--- config.mk ---
export PLATFORM = sky130hd
export DESIGN_NAME = spike_rate_encoder_flat
export DESIGN_NICKNAME = d
export VERILOG_FILES = /design/src/rtl/snn_enc_pkg.sv /design/src/rtl/spike_rate_encoder_if.sv /design/src/rtl/enc_channel.sv /design/src/rtl/spike_rate_encoder.sv /design/src/flat_wrapper.sv
export SDC_FILE = /design/constraint.sdc
export NUM_CORES = 1
export LEC_CHECK = 0
export CORE_MARGIN = 8
export CORE_UTILIZATION = 45
export CTS_CLUSTER_DIAMETER = 150
export DETAILED_ROUTE_END_ITERATION = 10
export MAX_ROUTING_LAYER = met4
export SLEW_MARGIN = 0
export SYNTH_ARGS = -nofsm -noshare
export SYNTH_HDL_FRONTEND = slang
export SYNTH_SLANG_ARGS = --single-unit
--- constraint.sdc ---
create_clock -name clock -period 6.3 [get_ports clock]
set_clock_uncertainty 0.1 [all_clocks]
set_input_delay 0.945 -clock clock [delete_from_list [all_inputs] [get_ports clock]]
set_output_delay 0.945 -clock clock [all_outputs]
set_load 0.01 [all_outputs]
--- src/rtl/snn_enc_pkg.sv ---
// Package: snn_enc_pkg
// Purpose : shared types and constants for the spike rate encoder slice.
//   - enc_state_t : frame sequencer states (IDLE -> RUN -> DONE -> IDLE)
//   - DEF_NUM_CH / DEF_INT_W : default channel count and intensity width
//   - LFSR_TAPS : Fibonacci tap mask (taps 16,14,13,11) for the optional
//                 phase LFSR used when SPIKE_PHASE_EN is defined
//   - lfsrStep / rotateRight : helpers for the phase LFSR
package snn_enc_pkg;

    localparam int DEF_NUM_CH = 16;
    localparam int DEF_INT_W  = 4;

    // Bit n-1 set for tap n.
    localparam logic [15:0] LFSR_TAPS = 16'hB400;

    typedef enum logic [1:0] {
        IDLE,
        RUN,
        DONE
    } enc_state_t;

    function automatic logic [15:0] lfsrStep(input logic [15:0] cur);
        return {cur[14:0], ^(cur & LFSR_TAPS)};
    endfunction

    function automatic logic [15:0] rotateRight(input logic [15:0] val, input int amt);
        int sh;
        sh = amt % 16;
        return (val >> sh) | (val << (16 - sh));
    endfunction

endpackage

--- src/rtl/spike_rate_encoder_if.sv ---
// Interface: spike_rate_encoder_if
// Purpose : host-side load/control handshake plus the presynaptic spike bus.
//   master (host / bench) drives : load_valid, load_ch, load_intensity, start, halt
//   master observes              : load_ready, busy, frame_done, spike_out
//   slave  (encoder) is the mirror image.
interface spike_rate_encoder_if
    import snn_enc_pkg::*;
#(
    parameter int NUM_CH = DEF_NUM_CH,
    parameter int INT_W  = DEF_INT_W
);
    logic                      load_valid;
    logic                      load_ready;
    logic [$clog2(NUM_CH)-1:0] load_ch;
    logic [INT_W-1:0]          load_intensity;
    logic                      start;
    logic                      halt;
    logic                      busy;
    logic                      frame_done;
    logic [NUM_CH-1:0]         spike_out;

    modport master (
        output load_valid, load_ch, load_intensity, start, halt,
        input  load_ready, busy, frame_done, spike_out
    );

    modport slave (
        input  load_valid, load_ch, load_intensity, start, halt,
        output load_ready, busy, frame_done, spike_out
    );
endinterface

--- src/rtl/enc_channel.sv ---
// Module : enc_channel
// Purpose: one rate-coding channel -- an INT_W-bit phase accumulator and its
//          registered spike. Each step adds the intensity; the carry out of
//          the INT_W-bit sum is the spike and the accumulator keeps the
//          remainder, so exactly `intensity` spikes occur per 2**INT_W steps.
// Ports  : clock, reset (async, active-high)
//          init      - load accumulator with initAcc, clear spike (frame start)
//          step      - accumulate one RUN cycle
//          initAcc   - starting phase for the accumulator
//          intensity - channel intensity
//          spike     - registered spike (cleared whenever not stepping)
module enc_channel
    import snn_enc_pkg::*;
#(
    parameter int INT_W = DEF_INT_W
) (
    input  logic             clock,
    input  logic             reset,
    input  logic             init,
    input  logic             step,
    input  logic [INT_W-1:0] initAcc,
    input  logic [INT_W-1:0] intensity,
    output logic             spike
);
    logic [INT_W-1:0] acc;
    logic [INT_W:0]   sum;

    assign sum = {1'b0, acc} + {1'b0, intensity};

    always_ff @(posedge clock or posedge reset) begin
        if (reset) begin
            acc   <= '0;
            spike <= 1'b0;
        end else if (init) begin
            acc   <= initAcc;
            spike <= 1'b0;
        end else if (step) begin
            // Dropping the carry is the subtract-threshold wrap.
            acc   <= sum[INT_W-1:0];
            spike <= sum[INT_W];
        end else begin
            spike <= 1'b0;
        end
    end
endmodule

--- src/rtl/spike_rate_encoder.sv ---
// Module : spike_rate_encoder
// Purpose: converts per-channel intensities into rate-coded presynaptic spike
//          trains; intensity I yields exactly I spikes per frame.
// Ports  : clock, reset (async, active-high)
//          bus (spike_rate_encoder_if.slave):
//            load_valid/load_ready/load_ch/load_intensity - intensity writes (IDLE only)
//            start      - begin a frame (IDLE only)
//            halt       - abort a running frame, no frame_done
//            busy       - high while in RUN
//            frame_done - one-cycle pulse in DONE
//            spike_out  - registered spikes, one bit per channel
// Timing : the start edge enters RUN; the next FRAME_LEN edges accumulate,
//          so spikes are visible on RUN cycles 1..FRAME_LEN counted from the
//          cycle after RUN is entered. The following edge enters DONE, where
//          frame_done is high and spike_out is 0.
// Config : define SPIKE_PHASE_EN to seed each accumulator from a rotated
//          slice of a 16-bit LFSR at frame start (decorrelated timing,
//          unchanged spike counts). Undefined: accumulators start at 0.
module spike_rate_encoder
    import snn_enc_pkg::*;
#(
    parameter int          NUM_CH    = DEF_NUM_CH,
    parameter int          INT_W     = DEF_INT_W,
    parameter int          FRAME_LEN = 16,
    parameter logic [15:0] LFSR_SEED = 16'hACE1
) (
    input logic                 clock,
    input logic                 reset,
    spike_rate_encoder_if.slave bus
);
    localparam logic [INT_W:0] FRAME_END = (INT_W + 1)'(FRAME_LEN);

    enc_state_t        state;
    logic [INT_W:0]    cycleCnt;
    logic              busyReg;
    logic              doneReg;
    logic [INT_W-1:0]  intensity [NUM_CH];
    logic [NUM_CH-1:0] spikeVec;

    logic loadFire;
    logic startFrame;
    logic stepRun;

    assign bus.load_ready = (state == IDLE) && !reset;
    assign loadFire       = bus.load_valid && bus.load_ready;
    assign startFrame     = (state == IDLE) && bus.start;
    assign stepRun        = (state == RUN) && !bus.halt && (cycleCnt < FRAME_END);

    assign bus.busy       = busyReg;
    assign bus.frame_done = doneReg;
    assign bus.spike_out  = spikeVec;

    // NOTE: the intensity file is reset element by element so that a frame
    // started after reset is silent; this keeps it out of RAM inference.
    always_ff @(posedge clock or posedge reset) begin
        if (reset) begin
            for (int i = 0; i < NUM_CH; i++) intensity[i] <= '0;
        end else if (loadFire) begin
            intensity[bus.load_ch] <= bus.load_intensity;
        end
    end

    // NOTE: all state here uses non-blocking assignments so every register
    // samples pre-edge values, independent of statement order.
    always_ff @(posedge clock or posedge reset) begin
        if (reset) begin
            state    <= IDLE;
            cycleCnt <= '0;
            busyReg  <= 1'b0;
            doneReg  <= 1'b0;
        end else begin
            doneReg <= 1'b0;
            case (state)
                IDLE: begin
                    if (bus.start) begin
                        state    <= RUN;
                        cycleCnt <= '0;
                        busyReg  <= 1'b1;
                    end
                end
                RUN: begin
                    if (bus.halt) begin
                        state   <= IDLE;
                        busyReg <= 1'b0;
                    end else if (cycleCnt == FRAME_END) begin
                        state   <= DONE;
                        busyReg <= 1'b0;
                        doneReg <= 1'b1;
                    end else begin
                        cycleCnt <= cycleCnt + 1'b1;
                    end
                end
                DONE:    state <= IDLE;
                default: state <= IDLE;
            endcase
        end
    end

`ifdef SPIKE_PHASE_EN
    logic [15:0] lfsr;

    // The current value seeds this frame's phases; the step readies the next.
    always_ff @(posedge clock or posedge reset) begin
        if (reset)           lfsr <= LFSR_SEED;
        else if (startFrame) lfsr <= lfsrStep(lfsr);
    end
`endif

    for (genvar ch = 0; ch < NUM_CH; ch++) begin : gChan
        logic [INT_W-1:0] phase;
`ifdef SPIKE_PHASE_EN
        logic [15:0] rotated;
        assign rotated = rotateRight(lfsr, ch);
        assign phase   = rotated[INT_W-1:0];
`else
        assign phase = '0;
`endif
        enc_channel #(.INT_W(INT_W)) uChan (
            .clock     (clock),
            .reset     (reset),
            .init      (startFrame),
            .step      (stepRun),
            .initAcc   (phase),
            .intensity (intensity[ch]),
            .spike     (spikeVec[ch])
        );
    end
endmodule

--- src/flat_wrapper.sv ---
// flat-port wrapper written by rule: the top's interface ports become plain ports
module spike_rate_encoder_flat import snn_enc_pkg::*;
#(
    parameter int          NUM_CH    = DEF_NUM_CH,
    parameter int          INT_W     = DEF_INT_W,
    parameter int          FRAME_LEN = 16,
    parameter logic [15:0] LFSR_SEED = 16'hACE1
)
  (clock, reset, bus_load_valid, bus_load_ch, bus_load_intensity, bus_start, bus_halt, bus_load_ready, bus_busy, bus_frame_done, bus_spike_out);
  spike_rate_encoder_if #(.NUM_CH(NUM_CH), .INT_W(INT_W)) bus_i ();
  input logic clock;
  input logic reset;
  input wire logic [$bits(bus_i.load_valid)-1:0] bus_load_valid;
  input wire logic [$bits(bus_i.load_ch)-1:0] bus_load_ch;
  input wire logic [$bits(bus_i.load_intensity)-1:0] bus_load_intensity;
  input wire logic [$bits(bus_i.start)-1:0] bus_start;
  input wire logic [$bits(bus_i.halt)-1:0] bus_halt;
  output wire logic [$bits(bus_i.load_ready)-1:0] bus_load_ready;
  output wire logic [$bits(bus_i.busy)-1:0] bus_busy;
  output wire logic [$bits(bus_i.frame_done)-1:0] bus_frame_done;
  output wire logic [$bits(bus_i.spike_out)-1:0] bus_spike_out;
  assign bus_i.load_valid = bus_load_valid;
  assign bus_i.load_ch = bus_load_ch;
  assign bus_i.load_intensity = bus_load_intensity;
  assign bus_i.start = bus_start;
  assign bus_i.halt = bus_halt;
  assign bus_load_ready = bus_i.load_ready;
  assign bus_busy = bus_i.busy;
  assign bus_frame_done = bus_i.frame_done;
  assign bus_spike_out = bus_i.spike_out;
  spike_rate_encoder #(.NUM_CH(NUM_CH), .INT_W(INT_W), .FRAME_LEN(FRAME_LEN), .LFSR_SEED(LFSR_SEED)) u_core (.clock(clock), .reset(reset), .bus(bus_i));
endmodule
==> reports/qor.yml <==
clock_latency_ns: 0.43
regToRegStartpoint: "u_core.state[1]"
synthTopCellsByArea: "dfrtp_1, ha_1, mux2_2, a22o_1, fa_1"
rows: 48
die_area_sq_mm: 0.0217
synth_common_cells: "dfrtp_1, ha_1, mux2_2"
critPathKind: "primary input to flip-flop"
grt_max_degree: 117
drv_cap: 0
fin_crit_sh: 0.524
drt_iter0_markers: 222
pre_cts_ws_ns: 2.63
status: "completed"
cp.arrival_ns: 3.51
overflow: 0
cts_resized: 0
cts_sinks: 153
ctsHtreeMaxLevel: 4
fin_crit_ns: 3.30
antenna_found_initial: 0
synth_async_sr_flop_share: 1.00
route.detailed.drc: 0
ys_ff_latch: 153
n_antenna_cell: 0
worstPathRequired_ns: 6.50
initial_core_util: 0.455
setup_viol: 0
clk_path_buf_depth: 2
hpwl_mm: 10.4
end_kind: "flip-flop"
fmax_ghz: 0.303
rsz0062_at_grt: "false"
min-delay-start: "u_core.gChan[2].uChan.acc[3]"
synth_seq_area_share: 0.494
cts_tree: "yes"
ff2ff_path_depth: 3
worst_pin_slew_ns: 1.37
syn_inst: 609
drt-pass1-iter-count: 4
vdd_drop_max_mv: 0.198
yosysUniqueCellTypes: 42
synthToLayoutAreaGrowth_pct: 13.8
grtUsageTotal: 0.162
ioPinCount: 32
cts-root-buf: "clkbuf_16"
worstReg2RegEnd: "u_core.intensity[16]"
hold_path_end: "u_core.gChan[2].uChan.acc[3]"
rrSetupSlack_ns: 3.49
grt_pass1_wl_mm: 27.3
ys.warnings.count: 0
cellLeakagePower_nw: 4.48
drt_wl_total_mm: 16.2
coreArea_sq_mm: 0.0171
final_core_util: 0.518
grt_pass1_vias: 5353
num-nets-final: 715
hold_viol_final: 0
die-width_um: 147
numCtsBuffers: 17
synth.top_cell.area_share: 0.494
vias_per_cell: 5.75
placement.io_buffers: 31
fp.dieH_um: 147
hold_class: "flip-flop to flip-flop"
crit_fanout: 12
hold-path-cell-count: 1
cts_hold_buffers: 0
crit_path_start_kind: "primary input"
synth_most_common_cell: "dfrtp_1"
synth.net_count: 704
relSlewSlack: 0.0816
syn_area_per_cell_sq_um: 12.7
setup_slack_ns: 3.00
power_density_mw_per_mm2: 371
slew_viol_final: 0
route.detailed.wl_per_inst_um: 18.9
synth_flop_cell: "dfrtp_1"
drive_above_1_share: 0.168
dr_total_vias: 4921
finalSetupTns_ns: 0
yosysTopAreaCell: "dfrtp_1"
synth_edf_count: 0
post_cts_buffers: 0
clk_pin_slew_ns: 0.06
syn-cell-area_sq_mm: 0.00776
place.gp.congestion: 0.795
antenna_left: 0
==> how the worst max path moves through the flow <==
stage                              start                    to  slack, ns  cells past startpoint
after CTS                          reset        bus_load_ready       3.02                      3
after floorplan                    reset       u_core.bus.busy       1.13                      1
final                              reset  u_core.intensity[16]       3.00                      4
after global routing      bus_load_ch[0]  u_core.intensity[11]       2.91                      4
after detailed placement           reset  u_core.intensity[17]       2.63                      4
after global placement             reset  u_core.intensity[18]       2.58                      4
==> power breakdown <==
part / switching [mW] / internal (mW)
registers: 0.187 / 1.21
clock network: 0.387 / 0.722
logic: 0.379 / 0.384
==> layout make-up <==
| class | instances | area [sq um] |
|---|---|---|
| repair buffers | 36 | 348 |
| clock inverters | 6 | 135 |
| well taps | 225 | 282 |
| clock buffers | 24 | 512 |
| fillers | 1501 | 8230 |
| flip-flops and latches | 153 | 3830 |
| multi-input cells | 405 | 3690 |
| inverters | 7 | 31.3 |
==> flip-flops by register name, summed over array words and instances, names as in the netlist <==
register	flops
u_core.gChan.uChan.spike	16
u_core.intensity	64
u_core.cycleCnt	5
u_core.gChan.uChan.acc	64
u_core.bus.busy	1
u_core.state	2
u_core.bus.frame_done	1
==> per-stage QoR <==
stage | cell area (sq um) | hold WS [ns] | total power [mW] | instances
floorplan | 7760 | 0.363 | 1.97 | 609
global placement | 8180 | 0.372 | 2.12 | 826
detailed placement | 8180 | 0.382 | 2.18 | 826
CTS | 8830 | 0.395 | 3.30 | 856
global route | 8830 | 0.408 | 3.48 | 856
finish | 8830 | 0.391 | 3.27 | 856
==> routing by layer <==
metal  part of all wire  routed length (um)  GRT usage
met1               0.46                7410      0.196
met5                  0                   0          -
met4              0.011                 178     0.0454
met2               0.50                8100      0.261
met3              0.032                 521     0.0440
==> critical path, stage by stage <==
cell and delay [ns]:
clkdlybuf4s50_1 0.54, nor4b_2 1.14, nand4_1 0.47, mux2_2 0.40
==> cells by family after synthesis <==
family          share of synthesized area
compound gates                      0.132
fa+ha+maj                           0.148
xor+xnor                           0.0181
simple gates                       0.0808
flops                               0.494
buf+inv                            0.0335
mux                                0.0942
==> layout by cell type, fill, tap and decap left out, types with 2 or more instances in the layout <==
cell / count
inv_1: 6
o21ai_0: 4
nand4_1: 9
nand2_1: 2
xnor2_1: 6
or3b_2: 2
xor2_1: 10
clkdlybuf4s50_1: 31
clkbuf_16: 17
nor3b_1: 3
dfrtp_1: 153
mux2_2: 64
buf_4: 5
ha_1: 66
a22o_1: 42
a211oi_1: 22
a21o_1: 16
a21oi_1: 33
nor2_1: 29
and4_1: 19
nand3_1: 22
nor2b_1: 5
a211o_1: 16
nor4_1: 3
clkbuf_8: 6
bufinv_16: 4
clkinvlp_4: 2
fa_1: 16
(Power assumes the default switching activity.)
